==> src/rtl/cpu_param_if.sv <==
// cpu_param_if: memory-side bus of the cpu_param accumulator core.
//   instruction   program word at addr_to_pm (opcode in top 5 bits)
//   addr_to_pm    program counter
//   data_from_dm  data-memory read word
//   dm_ready      data memory accepts/completes the current access this cycle
//   data_to_dm    store data (accumulator)
//   addr_to_dm    data address (instruction operand)
//   RdRam/WrRam   data-memory read/write strobes
// master = core side, slave = memory side.
interface cpu_param_if #(
    parameter int unsigned DATA_W = 16,
    parameter int unsigned ADDR_W = 11
);
    logic [ADDR_W+4:0] instruction;
    logic [ADDR_W-1:0] addr_to_pm;
    logic [DATA_W-1:0] data_from_dm;
    logic              dm_ready;
    logic [DATA_W-1:0] data_to_dm;
    logic [ADDR_W-1:0] addr_to_dm;
    logic              RdRam;
    logic              WrRam;

    modport master (
        input  instruction, data_from_dm, dm_ready,
        output addr_to_pm, data_to_dm, addr_to_dm, RdRam, WrRam
    );

    modport slave (
        output instruction, data_from_dm, dm_ready,
        input  addr_to_pm, data_to_dm, addr_to_dm, RdRam, WrRam
    );
endinterface

==> src/rtl/cpu_param.sv <==
// cpu_param: parameterised single-accumulator core with a RUN / WAIT_DM / HALT
// sequencer and a saturating cycle counter.
// Ports:
//   clk          rising-edge clock
//   reset        synchronous active-high reset
//   bus          cpu_param_if.master (program/data memory bus)
//   halted       core is in HALT
//   cycle_count  non-HALT cycles since reset, saturating
// Optional feature: define CPU_PARAM_BRANCH_EN to enable JMP/BEQ/BNE
// (opcodes 8..10); otherwise those opcodes are NOPs.
module cpu_param #(
    parameter int unsigned DATA_W = 16,
    parameter int unsigned ADDR_W = 11,
    parameter int unsigned CNT_W  = 16
) (
    input  logic             clk,
    input  logic             reset,
    cpu_param_if.master      bus,
    output logic             halted,
    output logic [CNT_W-1:0] cycle_count
);
    localparam int unsigned OP_W = 5;

    localparam logic [OP_W-1:0] OP_HLT  = OP_W'(0);
    localparam logic [OP_W-1:0] OP_STO  = OP_W'(1);
    localparam logic [OP_W-1:0] OP_LD   = OP_W'(2);
    localparam logic [OP_W-1:0] OP_LDI  = OP_W'(3);
    localparam logic [OP_W-1:0] OP_ADD  = OP_W'(4);
    localparam logic [OP_W-1:0] OP_ADDI = OP_W'(5);
    localparam logic [OP_W-1:0] OP_SUB  = OP_W'(6);
    localparam logic [OP_W-1:0] OP_SUBI = OP_W'(7);
`ifdef CPU_PARAM_BRANCH_EN
    localparam logic [OP_W-1:0] OP_JMP  = OP_W'(8);
    localparam logic [OP_W-1:0] OP_BEQ  = OP_W'(9);
    localparam logic [OP_W-1:0] OP_BNE  = OP_W'(10);
`endif

    typedef enum logic [1:0] {RUN, WAIT_DM, HALT} state_t;

    state_t            state_q, state_d;
    logic [ADDR_W-1:0] pc_q, pc_d;
    logic [DATA_W-1:0] acc_q, acc_d;
    logic [CNT_W-1:0]  cnt_q, cnt_d;
    logic [OP_W-1:0]   op_q, op_d;
    logic [ADDR_W-1:0] opnd_q, opnd_d;

    logic [OP_W-1:0]   cur_op;
    logic [ADDR_W-1:0] cur_opnd;
    logic [DATA_W-1:0] imm;
    logic [DATA_W-1:0] mem_res;
    logic [ADDR_W-1:0] pc_inc;
    logic              is_rd, is_wr;

    // Decode: live instruction in RUN/HALT, latched instruction while waiting.
    always_comb begin
        cur_op   = bus.instruction[ADDR_W+4:ADDR_W];
        cur_opnd = bus.instruction[ADDR_W-1:0];
        if (state_q == WAIT_DM) begin
            cur_op   = op_q;
            cur_opnd = opnd_q;
        end
        imm    = DATA_W'($signed(cur_opnd));
        pc_inc = pc_q + ADDR_W'(1);
        is_rd  = (cur_op == OP_LD) || (cur_op == OP_ADD) || (cur_op == OP_SUB);
        is_wr  = (cur_op == OP_STO);
        case (cur_op)
            OP_LD:   mem_res = bus.data_from_dm;
            OP_ADD:  mem_res = acc_q + bus.data_from_dm;
            OP_SUB:  mem_res = acc_q - bus.data_from_dm;
            default: mem_res = acc_q;
        endcase
    end

    // Next-state logic.
    always_comb begin
        state_d = state_q;
        pc_d    = pc_q;
        acc_d   = acc_q;
        op_d    = op_q;
        opnd_d  = opnd_q;
        cnt_d   = cnt_q;
        if (state_q != HALT && cnt_q != '1) begin
            cnt_d = cnt_q + CNT_W'(1);
        end
        case (state_q)
            RUN: begin
                if (is_rd || is_wr) begin
                    if (bus.dm_ready) begin
                        acc_d = mem_res;
                        pc_d  = pc_inc;
                    end else begin
                        state_d = WAIT_DM;
                        op_d    = cur_op;
                        opnd_d  = cur_opnd;
                    end
                end else begin
                    pc_d = pc_inc;
                    case (cur_op)
                        OP_HLT: begin
                            state_d = HALT;
                            pc_d    = pc_q;
                        end
                        OP_LDI:  acc_d = imm;
                        OP_ADDI: acc_d = acc_q + imm;
                        OP_SUBI: acc_d = acc_q - imm;
`ifdef CPU_PARAM_BRANCH_EN
                        OP_JMP:  pc_d = cur_opnd;
                        OP_BEQ:  if (acc_q == '0) pc_d = cur_opnd;
                        OP_BNE:  if (acc_q != '0) pc_d = cur_opnd;
`endif
                        default: ;
                    endcase
                end
            end
            WAIT_DM: begin
                if (bus.dm_ready) begin
                    state_d = RUN;
                    acc_d   = mem_res;
                    pc_d    = pc_inc;
                end
            end
            default: ;
        endcase
    end

    // State register with synchronous reset.
    always_ff @(posedge clk) begin
        if (reset) begin
            state_q <= RUN;
            pc_q    <= '0;
            acc_q   <= '0;
            cnt_q   <= '0;
            op_q    <= '0;
            opnd_q  <= '0;
        end else begin
            state_q <= state_d;
            pc_q    <= pc_d;
            acc_q   <= acc_d;
            cnt_q   <= cnt_d;
            op_q    <= op_d;
            opnd_q  <= opnd_d;
        end
    end

    // Strobes are combinational and forced low during reset and HALT.
    assign bus.RdRam      = !reset && (state_q != HALT) && is_rd;
    assign bus.WrRam      = !reset && (state_q != HALT) && is_wr;
    assign bus.addr_to_dm = cur_opnd;
    assign bus.data_to_dm = acc_q;
    assign bus.addr_to_pm = pc_q;
    assign halted         = !reset && (state_q == HALT);
    assign cycle_count    = cnt_q;
endmodule

==> src/flat_wrapper.sv <==
// flat-port wrapper written by rule: the top's interface ports become plain ports
module cpu_param_flat 
#(
    parameter int unsigned DATA_W = 16,
    parameter int unsigned ADDR_W = 11,
    parameter int unsigned CNT_W  = 16
)
  (clk, reset, halted, cycle_count, bus_instruction, bus_data_from_dm, bus_dm_ready, bus_addr_to_pm, bus_data_to_dm, bus_addr_to_dm, bus_RdRam, bus_WrRam);
  cpu_param_if #(.DATA_W(DATA_W), .ADDR_W(ADDR_W)) bus_i ();
  input  logic clk;
  input  logic reset;
  output logic halted;
  output logic [CNT_W-1:0] cycle_count;
  input wire logic [$bits(bus_i.instruction)-1:0] bus_instruction;
  input wire logic [$bits(bus_i.data_from_dm)-1:0] bus_data_from_dm;
  input wire logic [$bits(bus_i.dm_ready)-1:0] bus_dm_ready;
  output wire logic [$bits(bus_i.addr_to_pm)-1:0] bus_addr_to_pm;
  output wire logic [$bits(bus_i.data_to_dm)-1:0] bus_data_to_dm;
  output wire logic [$bits(bus_i.addr_to_dm)-1:0] bus_addr_to_dm;
  output wire logic [$bits(bus_i.RdRam)-1:0] bus_RdRam;
  output wire logic [$bits(bus_i.WrRam)-1:0] bus_WrRam;
  assign bus_i.instruction = bus_instruction;
  assign bus_i.data_from_dm = bus_data_from_dm;
  assign bus_i.dm_ready = bus_dm_ready;
  assign bus_addr_to_pm = bus_i.addr_to_pm;
  assign bus_data_to_dm = bus_i.data_to_dm;
  assign bus_addr_to_dm = bus_i.addr_to_dm;
  assign bus_RdRam = bus_i.RdRam;
  assign bus_WrRam = bus_i.WrRam;
  cpu_param #(.DATA_W(DATA_W), .ADDR_W(ADDR_W), .CNT_W(CNT_W)) u_core (.clk(clk), .reset(reset), .bus(bus_i), .halted(halted), .cycle_count(cycle_count));
endmodule
==> config.mk <==
export PLATFORM = sky130hd
export DESIGN_NAME = cpu_param_flat
export DESIGN_NICKNAME = d
export VERILOG_FILES = /design/src/rtl/cpu_param_if.sv /design/src/rtl/cpu_param.sv /design/src/flat_wrapper.sv
export SDC_FILE = /design/constraint.sdc
export NUM_CORES = 1
export LEC_CHECK = 0
export ABC_AREA = 1
export BUFFER_PORTS_ARGS = -buffer_cell sky130_fd_sc_hd__buf_4
export CAP_MARGIN = 40
export CORE_ASPECT_RATIO = 1.4
export CORE_MARGIN = 3
export CORE_UTILIZATION = 25
export DETAILED_ROUTE_END_ITERATION = 6
export PLACE_DENSITY_LB_ADDON = 0.08
export SYNTH_ARGS = -nofsm -noshare
export SYNTH_HDL_FRONTEND = slang
export SYNTH_SLANG_ARGS = --single-unit
==> constraint.sdc <==
create_clock -name clk -period 4.8 [get_ports clk]
set_input_delay 1.44 -clock clk [delete_from_list [all_inputs] [get_ports clk]]
set_output_delay 1.44 -clock clk [all_outputs]
set_load 0.05 [all_outputs]
-- Yosys cells after proc, flatten, opt, wreduce, memory -nomap -nowiden
Index checks and enable logic that the tools add are counted.
Widths: inputs -> output; s select.
- $add $sub $neg: 6
- eq/ne operators: 16
- mux-type cells: 16
- bitwise logic cells: 1
- reduce and logical (&&, ||, !) cells: 16
- operators by type and width (cell ; number):
    $pmux 16 s3 ; 2
    $mux 11 ; 4
    $add 16x16->16 ; 2
    $mux 16 ; 2
    $pmux 16 s2 ; 1
    $sub 16x16->16 ; 2
    $pmux 11 s2 ; 1
    $eq 5x3->1 const B ; 4
    $add 16x1->16 const B ; 1
    $ne 16x16->1 const B ; 1
    $add 11x1->11 const B ; 1
    $eq 5x2->1 const B ; 2
    $mux 2 ; 4
    $ne 3x2->1 const B ; 2
    $eq 5x1->1 const B ; 1
    $logic_and 1x1->1 ; 5
    $logic_not 5->1 ; 1
    $mux 5 ; 1
    $ne 5x1->1 const B ; 1
    $ne 2x2->1 const B ; 2
    $pmux 2 s2 ; 1
    $reduce_and 2->1 ; 2
    $reduce_and 4->1 ; 1
    $logic_or 1x1->1 ; 3
    other kinds (8) ; 8
- bits in registers: 61
- input bits: 35
- logic and storage cells: 61

-- Depth between registers and ports, before layout
Gate-level depths: netlist of run 1.
- depth in word-level cells: 8
- gate-level depth with buffers: 28
- mapped depth without buffers: 27

-- Worst setup path after synthesis of run 1
No wires, ideal clock.
- path type: in2reg
- from: in bus_instruction[0]
- to: reg u_core.acc_q[13] (netlist: u_core.bus.data_to_dm[13])
- data arrival time: 4206 ps
- required time: 4680 ps
- setup slack: 474 ps
- cell stages on the path: 23
- buffers on the path: 0
- cells stage by stage: nand2_1 > o21ai_1 > inv_1 > ha_1 > inv_1 > nor3_1 > nand4_1 > nand2_1 > nand2_1 > xor2_1 > ha_1 > nand2_1 > inv_1 > nand2_1 > or2_2 > nand3_1 > nand3_1 > nand2_1 > a21oi_1 > o21ai_0 > nand2_1 > nand2_1 > a21oi_1
- longest elaborated chain between the ends: 5
- elaborated cells on any way between the ends: 6
- RTL lines (what ; RTL line ; source):
    start, declared ; flat_wrapper.sv:14 ; input wire logic [$bits(bus_i.instruction)-1:0] bus_instruction;
    $mux 11 (*) ; cpu_param.sv:58 ; if (state_q == WAIT_DM) begin
    via bus_addr_to_dm[0] ; flat_wrapper.sv:19 ; output wire logic [$bits(bus_i.addr_to_dm)-1:0] bus_addr_to_dm;
    $sub 16x16->16 / $add 16x16->16 (equally long branches) ; cpu_param.sv:105, cpu_param.sv:104 ;
    $pmux 16 s3 (*) ; cpu_param.sv:98 ; case (cur_op)
    $mux 16 (*) ; cpu_param.sv:87 ; if (is_rd || is_wr) begin
    $pmux 16 s2 (*) ; cpu_param.sv:85 ; case (state_q)
    end signal, assigned ; cpu_param.sv:131 ; acc_q <= '0;
    end signal, assigned ; cpu_param.sv:138 ; acc_q <= acc_d;
    end, declared ; cpu_param.sv:42 ; logic [DATA_W-1:0] acc_q, acc_d;
The timed path passes the listed nets; every way through them passes the cells marked *.
A chain may end at the register's enable or synchronous reset.

-- Worst setup path in the final report of run 1
- from: in bus_instruction[15]
- to: out bus_RdRam
- longest elaborated chain between the ends: 5
- elaborated cells on any way between the ends: 7
- RTL lines (what ; RTL line ; source):
    $mux 5 (*) ; cpu_param.sv:58 ;
    $eq 5x2->1 / $eq 5x3->1 (equally long branches) ; cpu_param.sv:64 ; is_rd = (cur_op == OP_LD) || (cur_op == OP_ADD) || (cur_op == OP_SUB);
    $logic_or 1x1->1 ; cpu_param.sv:64 ;
    $logic_or 1x1->1 (*) ; cpu_param.sv:64 ;
    $logic_and 1x1->1 (*) ; cpu_param.sv:146 ; assign bus.RdRam = !reset && (state_q != HALT) && is_rd;
    end, declared ; flat_wrapper.sv:20 ; output wire logic [$bits(bus_i.RdRam)-1:0] bus_RdRam;
Mark *: on every way between the ends. The rest lies on a longest branch, timed or not.

==> results of run 1 <==
worst min-delay path: stages (launching register included):
cell and delay, ns:
dfxtp_1 0.31, nand2_1 0.06, nor2_1 0.03
area by class of cell:
cell class                 count  area (sq um)  share of cell area [%]
inverter                     139           524                    7.46
sequential                    61          1220                    17.4
tap                          297           372                    5.29
timing repair buffer         100           751                    10.7
clock inverter                 6           109                    1.55
multi-input combinational    714          3810                    54.2
clock buffer                  10           239                    3.40
worst max-delay path by stage:
stage / cells past startpoint / from / endpoint
floorplan: 23 / bus_instruction[0] / u_core.bus.data_to_dm[13]
global placement: 25 / bus_instruction[1] / u_core.bus.data_to_dm[15]
detailed placement: 25 / bus_instruction[1] / u_core.bus.data_to_dm[15]
CTS: 11 / bus_instruction[15] / bus_RdRam
global route: 25 / bus_instruction[1] / u_core.bus.data_to_dm[15]
finish: 11 / bus_instruction[15] / bus_RdRam
metrics by stage:
| stage | setup slack (ns) | cell area [sq um] | hold WS [ns] |
|---|---|---|---|
| after floorplan | 0.474 | 5730 | 0.417 |
| after global placement | 0.241 | 6680 | 0.438 |
| after detailed placement | 0.239 | 6680 | 0.431 |
| after CTS | 0.557 | 7030 | 0.441 |
| after global routing | 0.220 | 7030 | 0.482 |
| final | 0.580 | 7030 | 0.439 |
cells in the mapped netlist, drive strengths merged (2+ instances only):
library cell / count / area (sq um)
a21oi: 93 / 465
a31oi: 3 / 18.8
a32oi: 2 / 17.5
buf: 13 / 128
clkbuf: 5 / 22.5
dfxtp: 61 / 1220
fa: 2 / 40.0
ha: 34 / 425
inv: 138 / 521
nand2: 262 / 1070
nand3: 67 / 355
nand4: 6 / 37.5
nor2: 84 / 350
nor3: 17 / 96.4
nor3b: 3 / 22.5
nor4: 3 / 18.8
o211ai: 5 / 42.5
o21ai: 81 / 432
o21bai: 3 / 22.5
o22ai: 2 / 12.5
o31ai: 2 / 15.0
or2: 7 / 43.8
xnor2: 3 / 26.3
xor2: 28 / 245
registers in the layout (all words and copies together), names as in the netlist:
| register | count |
|---|---|
| u_core.opnd_q | 11 |
| u_core.bus.addr_to_pm | 11 |
| u_core.cycle_count | 16 |
| u_core.bus.data_to_dm | 16 |
| u_core.op_q | 5 |
| u_core.state_q | 2 |
metal layers:
metal / track usage, % / vias to the layer above / wire, um
met5: 0 / - / 0
met4: 5.15 / 0 / 386
met3: 2.74 / 25 / 691
met2: 31.8 / 99 / 10800
met1: 19.4 / 2720 / 8570
li1: - / 3216 / -
cells by family after synthesis:
| kind of cell | synth area share, % |
|---|---|
| simple gates | 34.8 |
| compound gates | 18.9 |
| buf+inv | 12.1 |
| flops | 21.3 |
| fa+ha+maj | 8.13 |
| xor+xnor | 4.74 |
cell usage in the layout, fill, tap and decap left out, types with 3 or more instances in the layout:
master       n
nor2_1      76
xor2_1      28
clkbuf_16    9
o21ai_0     70
nor2_4       3
xnor2_1      3
nand3_1     63
o211ai_1     4
nand2_1    246
o21bai_1     3
o21ai_2      4
nor3_1      16
nand2_4      9
nand2_2      7
buf_4      100
o21ai_1      6
inv_2       10
inv_1      127
nor3b_1      3
nor2_2       5
bufinv_16    3
nand4_1      6
a21oi_1     93
nor4_1       3
dfxtp_1     61
a31oi_1      3
ha_1        34
nand3_2      4
or2_2        7
power by group through the flow:
stage                     Combinational, mW  Clock [mW]  Sequential, mW
after floorplan                       0.473           0           0.645
after global placement                0.744           0           0.597
after detailed placement              0.742           0           0.596
after CTS                             0.745       0.810           0.585
after global routing                  0.831       0.827           0.587
final                                 0.736       0.783           0.582
==> results.md, run 1 <==
- Initial antenna violation count: 0
- Max cap viols: 0
- Cell Area, Synth: ~5700 sq um
- CTS Hold Buffers Added: 0
- Vias in the first global route: between 6000 and 7000
- Crit path capture type: output port
- Die extent in x: 134 um
- H-tree depth: 3
- RSZ-0062 raised after global routing: no
- Hold Vio Cnt, Final: 0
- Clock sink count: between 60 and 70
- Post-CTS resize count: 0
- Leakage: about 3.4 nW
- CP Cell Sequence: buf_4 > inv_1 > nand2_1 > o21ai_1 > nand3_2 > inv_2 > nand2_2 > nand2_4 > inv_2 > nor2_1 > buf_4
- GP Congestion: around 0.86
- Worst Path Max Fanout: 7
- Mapped Nets: about 1000
- Drt first pass iters: 4
- Core Area: 22200 sq um
- Area grow syn2layout: 22.7%
- Clock power frac: about 37%
- Setup violators final: 0
- Total grt overflow: 0
- Final ANT Viol Nets: 0
- Hold Path Sink: u_core.op_q[4]
- Main flop type after synthesis: dfxtp_1
- Max frequency: around 240 MHz
- GRT Resource Usage Total: between 10% and 20%
- Minimum clock period: 4.22 ns
- Hold Crit Class: register to register
- Final cycle utilization of the critical path: slightly below 90%
- Yosys cell types: 50
- Switching portion of total power: a little under two fifths
- Worst-Skew Late Latency: between 0.3 and 0.4 ns
- Vias per cell: approximately 4.6
- Startpoint Class: input pin
- Initial Utilization: between 20% and 30%
- First-pass GRT wire length: roughly 33000 um
- Outcome: finished, final reports clean
- Final wirelength: 20500 um
- Final net count: 1096
- CTS tree: yes
- Reg2reg end: u_core.bus.data_to_dm[15]
- Via count: 6060
- Drt initial violations: ~290
- Slowest stage delay, CP: around 0.22 ns
- VDD IR max: roughly 0.00020 V
- Setup CP Type: input pin to output port
- Comb pwr share: 35.0%
- Post-CTS Setup Bufs: 0
- Dpl cells: between 1000 and 1500
- Drt wl/cell: between 15 and 20 um
- Int Power: roughly 1.3 mW
- Cell Pwr Density: ~300 nW/um^2
- CP top delay family: simple AND/OR/NAND/NOR gates
- Gate Count Post-Synth: around 930
- Worst Reg2Reg Path Length in Cells: 25
- Slowest cell on crit path: buf_4
- Critical path arrival: around 2.8 ns
- Req. time, crit path: about 3.4 ns
- Reg2reg start: u_core.state_q[0]
- PortBufs: just over 90
- Sw Pwr: ~800 uW
- Pins Over Slew Limit: 0
- Rows: 64
- TritonCTS Buffers: 9
- Die area: between 20000 and 25000 sq um
- Warnings from Yosys: 0
- Slew margin rel.: between 60% and 70%
- Flop pwr share: between 20 and 30%
- Hold Crit Depth: 2
- DP HPWL: around 17000 um
- Post-synth EDFFs: 0
- Max Buffers Root-to-Sink: 2
- Die height: approximately 190 um
- Antenna cells: 0
- I/O pin cnt: 92
- Hold_sp: u_core.op_q[4]
- Largest net degree at the start of global routing: 34
- Fill cell count: ~2600
- Critical path buffer and inverter count: 5
- Clock-pin slew on the worst setup and hold paths: around 0.05 ns
- R2r setup slk: between 0.8 and 0.9 ns
- Asr flop ratio synth: 0%
- Final Util: 31.7%
- Setup TNS: 0 ns
- Clk_skew: 0.00942 ns
- Sequential share of the synthesized area: about a fifth
- #FFs+latches synth: just over 60
- Fin cells: roughly 1300
- DRC violations left: 0
- Slew @ Worst Pin: between 0.5 and 0.6 ns
- Share of cells above drive strength 1: between 10% and 20%
- Clk root buf: clkbuf_16
- Tot Pwr: 2.10 mW
- Syn_area_per_cell: approximately 6 sq um
Note: power is estimated with default switching activity, not from simulation.
==> run 2: changes to the inputs <==
--- a/config.mk
+++ b/config.mk
@@ -9,7 +9,7 @@
 export BUFFER_PORTS_ARGS = -buffer_cell sky130_fd_sc_hd__buf_4
 export CAP_MARGIN = 40
 export CORE_ASPECT_RATIO = 1.4
-export CORE_MARGIN = 3
+export CORE_MARGIN = 2
 export CORE_UTILIZATION = 25
 export DETAILED_ROUTE_END_ITERATION = 6
 export PLACE_DENSITY_LB_ADDON = 0.08
==> results.md, run 2 (synthesized netlist as in run 1, its figures left out) <==
- GP Congestion: about 0.84
- Max Buffers Root-to-Sink: 2
- RSZ-0062 raised after global routing: no
- Hold Crit Class: register to register
- Antenna cells: 0
- Slowest stage delay, CP: 0.21 ns
- Crit path capture type: output port
- DRC violations left: 0
- H-tree depth: 3
- Slew margin rel.: about three fifths
- TritonCTS Buffers: 9
- Post-Place Setup Slack: between 0.2 and 0.25 ns
- Fill cell count: about 2700
- Startpoint Class: input pin
- Largest net degree at the start of global routing: 34
- Final ANT Viol Nets: 0
- Post-CTS resize count: 0
- Minimum clock period: around 4.2 ns
- Drt wl/cell: between 15 and 20 um
- First-pass GRT wire length: about 33000 um
- Hold Vio Cnt, Final: 0
- Critical path arrival: about 2.7 ns
- Clk root buf: clkbuf_16
- PortBufs: 91
- Clock-pin slew on the worst setup and hold paths: roughly 0.050 ns
- Final net count: around 1100
- Die height: between 150 and 200 um
- Clock sink count: 61
- Clk_skew: ~0.012 ns
- Slew @ Worst Pin: around 0.57 ns
- DP HPWL: ~16000 um
- Req. time, crit path: ~3.4 ns
- Drt first pass iters: 5
- Vias in the first global route: between 6000 and 7000
- Worst-Skew Late Latency: 0.35 ns
- Max cap viols: 0
- Post-CTS Setup Bufs: 0
- Leakage: 3.31 nW
- Share of cells above drive strength 1: 16.1%
- Worst Path Max Fanout: 7
- Outcome: finished, final reports clean
- Multi-input logic area: around 3800 sq um
- Initial Utilization: around 25%
- Most frequent cells in the layout: nand2_1 (246), inv_1 (127), buf_4 (99)
- Core Area: between 20000 and 25000 sq um
- Setup TNS: 0 ns
- Max frequency: 240 MHz
- CP Cell Sequence: buf_4 > inv_1 > nand2_1 > o21ai_1 > nand3_2 > inv_2 > nand2_2 > nand2_4 > inv_2 > nor2_1 > buf_4
- Final cycle utilization of the critical path: roughly 87%
- Setup violators final: 0
- CTS tree: yes
- Drt initial violations: around 230
- CTS Hold Buffers Added: 0
- Worst Slack Setup Final: 0.635 ns
- I/O pin cnt: roughly 90
- Initial antenna violation count: 0
- Die extent in x: between 100 and 150 um
- GRT Resource Usage Total: roughly 17%
- Final wirelength: ~20000 um
- Slowest cell on crit path: buf_4
- Pins Over Slew Limit: 0
- Vias per cell: 4.57
- Cell Pwr Density: around 280 nW/um^2
- Via count: ~6000
- VDD IR max: approximately 0.00017 V
- Area grow syn2layout: 21.5%
- Rows: 65
- Die area: between 20000 and 25000 sq um
- Setup CP Type: input pin to output port
- FF/Latch Area: 1220 sq um
- Total grt overflow: 0
- Commonest non-fill, non-tap cell in the layout: nand2_1
==> run 2: path summary, 6_finish.rpt <==
kind	startpoint	endpoint	slack [ns]	cells past startpoint
max	bus_instruction[15]	bus_RdRam	0.64	11
min	u_core.op_q[4]	u_core.op_q[4]	0.44	2
max reg2reg	u_core.state_q[0]	u_core.bus.data_to_dm[13]	0.82	24
min reg2reg	u_core.op_q[4]	u_core.op_q[4]	0.44	2
==> run 2: cell type report <==
| class | count | share of cell area [%] |
|---|---|---|
| Multi-Input combinational cell | 714 | 54.8 |
| Sequential cell | 61 | 17.5 |
| Timing Repair Buffer | 99 | 10.7 |
| Inverter | 139 | 7.53 |
| Tap cell | 301 | 5.41 |
| Clock buffer | 11 | 3.34 |
| Clock inverter | 4 | 0.719 |
==> run 2: routing by layer <==
| metal | vias up | track usage (%) | part of all wire [%] |
|---|---|---|---|
| li1 | 3219 | - | - |
| met1 | 2738 | 19.4 | 43 |
| met2 | 95 | 32.5 | 52 |
| met3 | 27 | 2.71 | 2.8 |
| met4 | 0 | 6.30 | 2.4 |
| met5 | - | 0 | 0 |
==> run 2: critical path, delay by kind of cell <==
kind	cells	cell delay [ns]
buf+inv	5	0.52
compound gates	1	0.20
simple gates	5	0.56
==> run 2: where the power goes <==
part	total, mW	switching [mW]	leakage [nW]	internal (mW)
Combinational	0.732	0.488	2.68	0.244
Sequential	0.583	0.0479	0.495	0.535
Clock	0.668	0.269	0.132	0.399
==> run 2: per-stage QoR <==
step | cell area (sq um) | util, % | power (mW) | hold slack [ns] | cells
after global placement | 6680 | 29.6 | 1.34 | 0.428 | 1314
after CTS | 6960 | 30.9 | 2.01 | 0.439 | 1329
final | 6960 | 30.9 | 1.98 | 0.439 | 1329
after detailed placement | 6680 | 29.6 | 1.33 | 0.429 | 1314
after global routing | 6960 | 30.9 | 2.12 | 0.457 | 1329
after floorplan | 5730 | - | 1.12 | 0.417 | 934
